**src/rtl/jk_moore_bank_pkg.sv**
```systemverilog
// rtl/jk_moore_bank_pkg.sv - shared types and helpers for the jk_moore_bank controller
//
// Purpose : channel state encoding (2-bit Moore states) and a popcount helper
//           used to form the aggregate "channels on" count.
// Ports   : none (package).
// Options : none here; JK_MOORE_BANK_STICKY_EN is handled in the cell, top and interface.

package jk_moore_bank_pkg;

  // Widest channel bank the popcount helper can count.
  localparam int MAX_CH = 32;

  typedef enum logic [1:0] {
    ST_OFF    = 2'd0,
    ST_ARM    = 2'd1,
    ST_ON     = 2'd2,
    ST_DISARM = 2'd3
  } jk_state_e;

  function automatic int unsigned popcount(input logic [MAX_CH-1:0] v);
    int unsigned n;
    n = 0;
    for (int i = 0; i < MAX_CH; i++) begin
      n += {31'd0, v[i]};
    end
    return n;
  endfunction

endpackage

```
**src/rtl/jk_moore_bank_if.sv**
```systemverilog
// rtl/jk_moore_bank_if.sv - request/status bundle for the jk_moore_bank controller
//
// Purpose : groups the per-channel set/clear requests and the status outputs.
// Signals : j, k        per-channel set / clear requests (CH bits)
//           clr         per-channel sticky clear (CH bits, only with JK_MOORE_BANK_STICKY_EN)
//           out         per-channel Moore output (high in ON or DISARM)
//           rise, fall  per-channel one-cycle entry pulses
//           on_count    population count of out
// Modports: master drives the requests, slave is the controller.

interface jk_moore_bank_if #(
  parameter int CH = 4
);
  localparam int SUM_W = $clog2(CH + 1);

  logic [CH-1:0]    j;
  logic [CH-1:0]    k;
`ifdef JK_MOORE_BANK_STICKY_EN
  logic [CH-1:0]    clr;
`endif
  logic [CH-1:0]    out;
  logic [CH-1:0]    rise;
  logic [CH-1:0]    fall;
  logic [SUM_W-1:0] on_count;

`ifdef JK_MOORE_BANK_STICKY_EN
  modport master (output j, k, clr, input out, rise, fall, on_count);
  modport slave  (input j, k, clr, output out, rise, fall, on_count);
`else
  modport master (output j, k, input out, rise, fall, on_count);
  modport slave  (input j, k, output out, rise, fall, on_count);
`endif

endinterface

```
**src/rtl/jk_moore_cell.sv**
```systemverilog
// rtl/jk_moore_cell.sv - one J/K Moore on/off channel with dwell debounce
//
// Purpose : OFF -> ARM -> ON -> DISARM -> OFF; a request must persist for
//           DWELL consecutive cycles in ARM/DISARM before the change commits.
// Ports   : clk, rst_n    clock and synchronous active-low reset
//           j             set request
//           k             clear request (absent with JK_MOORE_BANK_STICKY_EN)
//           clr           sticky clear request (only with JK_MOORE_BANK_STICKY_EN)
//           out           registered Moore output, high in ON or DISARM
//           rise, fall    registered one-cycle pulses on entering ON / OFF
//           out_nxt       value out takes at the next edge (feeds the bank count)
// Options : JK_MOORE_BANK_STICKY_EN - only clr can clear an ON channel.

module jk_moore_cell
  import jk_moore_bank_pkg::*;
#(
  parameter int DWELL = 3
) (
  input  logic clk,
  input  logic rst_n,
  input  logic j,
`ifdef JK_MOORE_BANK_STICKY_EN
  input  logic clr,
`else
  input  logic k,
`endif
  output logic out,
  output logic rise,
  output logic fall,
  output logic out_nxt
);

  localparam int CNT_W = $clog2(DWELL + 1);
  localparam logic [CNT_W-1:0] CNT_ONE = CNT_W'(1);
  localparam logic [CNT_W-1:0] CNT_TOP = CNT_W'(DWELL);

  jk_state_e        state, state_nxt;
  logic [CNT_W-1:0] cnt, cnt_nxt;
  logic             clear_req;

`ifdef JK_MOORE_BANK_STICKY_EN
  assign clear_req = clr;
`else
  assign clear_req = k;
`endif

  // cnt counts cycles the pending request has been seen, starting at 1 on
  // entry to ARM/DISARM; commit happens on the cycle it already equals DWELL,
  // so it saturates at DWELL and never wraps.
  always_comb begin
    state_nxt = state;
    cnt_nxt   = cnt;
    case (state)
      ST_OFF: begin
        if (j) begin
          state_nxt = ST_ARM;
          cnt_nxt   = CNT_ONE;
        end else begin
          cnt_nxt   = '0;
        end
      end
      ST_ARM: begin
        if (!j) begin
          state_nxt = ST_OFF;
          cnt_nxt   = '0;
        end else if (cnt == CNT_TOP) begin
          state_nxt = ST_ON;
          cnt_nxt   = '0;
        end else begin
          cnt_nxt   = cnt + CNT_ONE;
        end
      end
      ST_ON: begin
        if (clear_req) begin
          state_nxt = ST_DISARM;
          cnt_nxt   = CNT_ONE;
        end else begin
          cnt_nxt   = '0;
        end
      end
      ST_DISARM: begin
        if (!clear_req) begin
          state_nxt = ST_ON;
          cnt_nxt   = '0;
        end else if (cnt == CNT_TOP) begin
          state_nxt = ST_OFF;
          cnt_nxt   = '0;
        end else begin
          cnt_nxt   = cnt + CNT_ONE;
        end
      end
      default: begin
        state_nxt = ST_OFF;
        cnt_nxt   = '0;
      end
    endcase
  end

  assign out_nxt = (state_nxt == ST_ON) || (state_nxt == ST_DISARM);

  // Outputs are registered alongside the state so they line up with the
  // cycle in which the state register shows the newly entered state.
  always_ff @(posedge clk) begin
    if (!rst_n) begin
      state <= ST_OFF;
      cnt   <= '0;
      out   <= 1'b0;
      rise  <= 1'b0;
      fall  <= 1'b0;
    end else begin
      state <= state_nxt;
      cnt   <= cnt_nxt;
      out   <= out_nxt;
      rise  <= (state == ST_ARM) && (state_nxt == ST_ON);
      fall  <= (state == ST_DISARM) && (state_nxt == ST_OFF);
    end
  end

endmodule

```
**src/rtl/jk_moore_bank.sv**
```systemverilog
// rtl/jk_moore_bank.sv - bank of CH independent J/K Moore on/off channels
//
// Purpose : instantiates CH jk_moore_cell channels and a registered count of
//           channels whose output is high.
// Ports   : clk, rst_n    clock and synchronous active-low reset
//           bus           jk_moore_bank_if slave: j, k, (clr), out, rise, fall, on_count
// Options : JK_MOORE_BANK_STICKY_EN - adds clr; only clr clears an ON channel.
// Limits  : CH must not exceed jk_moore_bank_pkg::MAX_CH.

module jk_moore_bank
  import jk_moore_bank_pkg::*;
#(
  parameter int CH    = 4,
  parameter int DWELL = 3
) (
  input  logic            clk,
  input  logic            rst_n,
  jk_moore_bank_if.slave  bus
);

  localparam int SUM_W = $clog2(CH + 1);

  logic [CH-1:0]    out_v;
  logic [CH-1:0]    rise_v;
  logic [CH-1:0]    fall_v;
  logic [CH-1:0]    out_nxt_v;
  logic [SUM_W-1:0] on_count_q;

  for (genvar i = 0; i < CH; i++) begin : g_ch
    jk_moore_cell #(
      .DWELL (DWELL)
    ) u_cell (
      .clk     (clk),
      .rst_n   (rst_n),
      .j       (bus.j[i]),
`ifdef JK_MOORE_BANK_STICKY_EN
      .clr     (bus.clr[i]),
`else
      .k       (bus.k[i]),
`endif
      .out     (out_v[i]),
      .rise    (rise_v[i]),
      .fall    (fall_v[i]),
      .out_nxt (out_nxt_v[i])
    );
  end

  // Counting the cells' next outputs keeps on_count in the same cycle as out
  // while still being a register with no path from j/k to the port.
  always_ff @(posedge clk) begin
    if (!rst_n) begin
      on_count_q <= '0;
    end else begin
      on_count_q <= SUM_W'(popcount(MAX_CH'(out_nxt_v)));
    end
  end

  assign bus.out      = out_v;
  assign bus.rise     = rise_v;
  assign bus.fall     = fall_v;
  assign bus.on_count = on_count_q;

endmodule

```
**src/flat_wrapper.sv**
```systemverilog
// flat-port wrapper written by rule: the top's interface ports become plain ports
module jk_moore_bank_flat import jk_moore_bank_pkg::*;
#(
  parameter int CH    = 4,
  parameter int DWELL = 3
)
  (clk, rst_n, bus_j, bus_k, bus_out, bus_rise, bus_fall, bus_on_count);
  jk_moore_bank_if #(.CH(CH)) bus_i ();
  input  logic clk;
  input  logic rst_n;
  input wire logic [$bits(bus_i.j)-1:0] bus_j;
  input wire logic [$bits(bus_i.k)-1:0] bus_k;
  output wire logic [$bits(bus_i.out)-1:0] bus_out;
  output wire logic [$bits(bus_i.rise)-1:0] bus_rise;
  output wire logic [$bits(bus_i.fall)-1:0] bus_fall;
  output wire logic [$bits(bus_i.on_count)-1:0] bus_on_count;
  assign bus_i.j = bus_j;
  assign bus_i.k = bus_k;
  assign bus_out = bus_i.out;
  assign bus_rise = bus_i.rise;
  assign bus_fall = bus_i.fall;
  assign bus_on_count = bus_i.on_count;
  jk_moore_bank #(.CH(CH), .DWELL(DWELL)) u_core (.clk(clk), .rst_n(rst_n), .bus(bus_i));
endmodule
```
**config.mk**
```make
export PLATFORM = sky130hd
export DESIGN_NAME = jk_moore_bank_flat
export DESIGN_NICKNAME = d
export VERILOG_FILES = /design/src/rtl/jk_moore_bank_pkg.sv /design/src/rtl/jk_moore_bank_if.sv /design/src/rtl/jk_moore_cell.sv /design/src/rtl/jk_moore_bank.sv /design/src/flat_wrapper.sv
export SDC_FILE = /design/constraint.sdc
export NUM_CORES = 1
export LEC_CHECK = 0
export CAP_MARGIN = 20
export CORE_MARGIN = 2
export CORE_UTILIZATION = 45
export DETAILED_ROUTE_END_ITERATION = 6
export PLACE_DENSITY_LB_ADDON = 0.08
export SYNTH_ARGS = -nofsm -noshare
export SYNTH_HDL_FRONTEND = slang
export SYNTH_SLANG_ARGS = --single-unit
```
**constraint.sdc**
```tcl
create_clock -name clk -period 2.3 [get_ports clk]
set_input_delay 0.23 -clock clk [delete_from_list [all_inputs] [get_ports clk]]
set_output_delay 0.23 -clock clk [all_outputs]
set_load 0.05 [all_outputs]
```
==> results of run 1 <==
[cell usage after synthesis (all sizes together) (3+ instances only)]
library cell / count / share of area
dfxtp: 31 / 0.52
buf: 14 / 0.097
nor3: 12 / 0.054
nor2: 9 / 0.028
a211oi: 7 / 0.044
ha: 6 / 0.063
nand3: 6 / 0.025
nand2: 5 / 0.016
a31oi: 4 / 0.021
and2: 4 / 0.024
and4: 4 / 0.029
mux2i: 4 / 0.033
nor3b: 3 / 0.019
[final timing paths]
check	endpoint	slack, ns
worst max register to register	u_core.bus.on_count[1]	0.13
worst min-delay path	u_core.g_ch[2].u_cell.cnt[0]	0.47
worst max-delay path	u_core.bus.on_count[1]	0.13
worst min register to register	u_core.g_ch[2].u_cell.cnt[0]	0.47
[per-layer routing]
layer / vias to the layer above / GRT usage
met4: 0 / 0.0627
met3: 7 / 0.0698
met2: 18 / 0.192
li1: 433 / -
met5: - / 0
met1: 365 / 0.164
[report_power, final]
group / switching (mW) / internal (mW)
Sequential: 0.00758 / 0.545
Combinational: 0.0204 / 0.0218
Clock: 0.177 / 0.119
[worst register-to-register path: stages (launching register included)]
cell     delay [ns]
dfxtp_1        0.33
ha_1           0.23
a31oi_1        0.22
nor2_1         0.09
ha_1           0.32
fa_1           0.42
ha_1           0.27
and2_2         0.19
[registers in the layout, indices dropped and copies added (netlist names)]
name / flops
u_core.bus.on_count: 3
u_core.g_ch.u_cell.cnt: 8
u_core.g_ch.u_cell.fall: 4
u_core.g_ch.u_cell.out: 4
u_core.g_ch.u_cell.rise: 4
u_core.g_ch.u_cell.state: 8
[kinds of logic after synthesis]
logic type,count (synthesis)
adder cells (fa/ha/maj),7
multiplexers,4
AO/OA/AOI/OAI,12
buffers and inverters,15
AND/OR/NAND/NOR,43
flip-flops,31
[layout make-up]
cell class / instances / area share
sequential: 31 / 0.431
multi-input combinational: 66 / 0.315
timing repair buffer: 28 / 0.188
clock buffer: 7 / 0.0313
tap: 30 / 0.0260
inverter: 1 / 0.00608
clock inverter: 1 / 0.00347
[per-stage QoR]
step | power, mW | utilization
after floorplan | 0.587 | -
after global placement | 0.606 | 0.557
after detailed placement | 0.608 | 0.557
after CTS | 0.902 | 0.577
after global routing | 0.927 | 0.577
final | 0.891 | 0.577
==> results_dict.tcl, run 1 <==
set metrics [dict create \
    cp_data_required_time_ns 2.53 \
    ios 25 \
    status "finished, final reports clean" \
    final_common_cell "dfxtp_1" \
    end_kind "flip-flop" \
    grt_overflow 0 \
    antenna_cells 0 \
    clk_path_buf_depth 2 \
    wl_met2_um 787 \
    hold_path_depth 1 \
    cp_top_family "adder cells" \
    p_leak_nw 0.547 \
    portBuffers 24 \
    die_area_sq_um 3100 \
    hold_viol 0 \
    critPathMaxFanout 4 \
    drc 0 \
    syn-cell-area_sq_um 1200 \
    worstMarginPinSlew_ns 0.498 \
    async_flop_share 0 \
    cap_violations 0 \
    timing.final.ws_setup_ns 0.135 \
    ys_seq_area_frac 0.517 \
    die_w_um 55.6 \
    place_congestion 0.762 \
    layout-drive-gt1-share 0.112 \
    vias 823 \
    start_util 0.480 \
    cp_data_arrival_time_ns 2.39 \
    synth_edf_count 0 \
    syn_inst 112 \
    clk_latency_ns 0.33 \
    post-route-period-util 0.941 \
    ys_seq_elements 31 \
    synth.mux.area_fraction 0.0334 \
    holdWs_ns 0.466 \
    final-setup-viol-count 0 \
    clk_pin_slew_worst_paths_ns 0.09 \
    post_cts_buffers 0 \
    htreeDepth 2 \
    cts_buffers 5 \
    synth_fa_ha_area_frac 0.0792 \
    layout_common_cells "31 x dfxtp_1, 24 x clkdlybuf4s50_1, 11 x nor3_1" \
    synth_ff_type "dfxtp_1" \
    maxSlewHeadroom 0.667 \
    yosys.area_share.simple 0.195 \
    cts_resized 0 \
    chipHeight_um 55.6 \
    ant_nets 0 \
    num-fill-cells 226 \
    drv_slew 0 \
    fp.coreArea_sq_um 2500 \
    wl_met3_um 132 \
    crit_chain "ha_1, a31oi_1, nor2_1, ha_1, fa_1, ha_1, and2_2" \
    routed.top_layer "met4" \
    crit_start "u_core.g_ch[0].u_cell.cnt[0]" \
    fmax_mhz 462 \
    syn_to_final_growth_pct 20.1 \
    grt_start_max_net_pins 20 \
    clock_skew_ns 0.00951 \
    stdcell_count 164 \
    ir_worst_vdd_v 0.000484 \
    dpl_worst_slack_ns 0.00539 \
    met1_length_um 867 \
    cts_sinks 31 \
    yosys.area_share.xor_xnor 0 \
    grt_pass1_wl_mm 3.18 \
    seqCellArea_sq_um 621 \
    wl_per_cell_um 11.1 \
    clock-root-buffer "clkbuf_4" \
    synth-warning-count 0 \
    final_area_sq_um 1440 \
    crit_path_frequent_cell "ha_1" \
    nNetsFinal 150 \
    cp_num_cells 7 \
    synth_top_family_by_area "simple AND/OR/NAND/NOR gates" \
    multi_input_comb_area_sq_um 454 \
    grt_antenna_before_repair 0 \
    synth_cell_types 20 \
    synth.avg_cell_area_sq_um 10.7 \
    cts_tree "yes" \
    routed_via_density 5.02 \
    slowest_stage "fa_1" \
    period_needed_ns 2.17 \
    critPathKind "reg2reg" \
    hold_path.class "reg2reg" \
    drt-initial-drc-count 16 \
    dp_cells 156 \
    hold_buffers 0 \
    power_density_nw_per_um2 618 \
    dpl_cell_area_sq_um 1390 \
    synth_compound_area_frac 0.0709 \
    rsz0062_at_grt "no" \
    r2r_start "u_core.g_ch[0].u_cell.cnt[0]" \
    wl_mm 1.83 \
    reg2reg_depth 7 \
    tns_ns 0 \
    place_hpwl_mm 1.29 \
    first_pass_iters 4 \
    synth_fp_nets 129 \
    critPathBufInv 0 \
    grt_pass1_vias 753 \
    grtUsageTotal 0.133 \
    fp-row-count 18 \
    critPathMaxStageDelay_ns 0.42 \
    startpoint_type "flip-flop" \
    min_from "u_core.g_ch[2].u_cell.cnt[0]" \
]
Power figures use the tool's default switching activity.
==> inputs of run 2 (changes only) <==
TNS_END_PERCENT = 5   (was not set)
==> results of run 2 <==
Same layout as run 1: the final DEF is identical, and so are final timing and power.
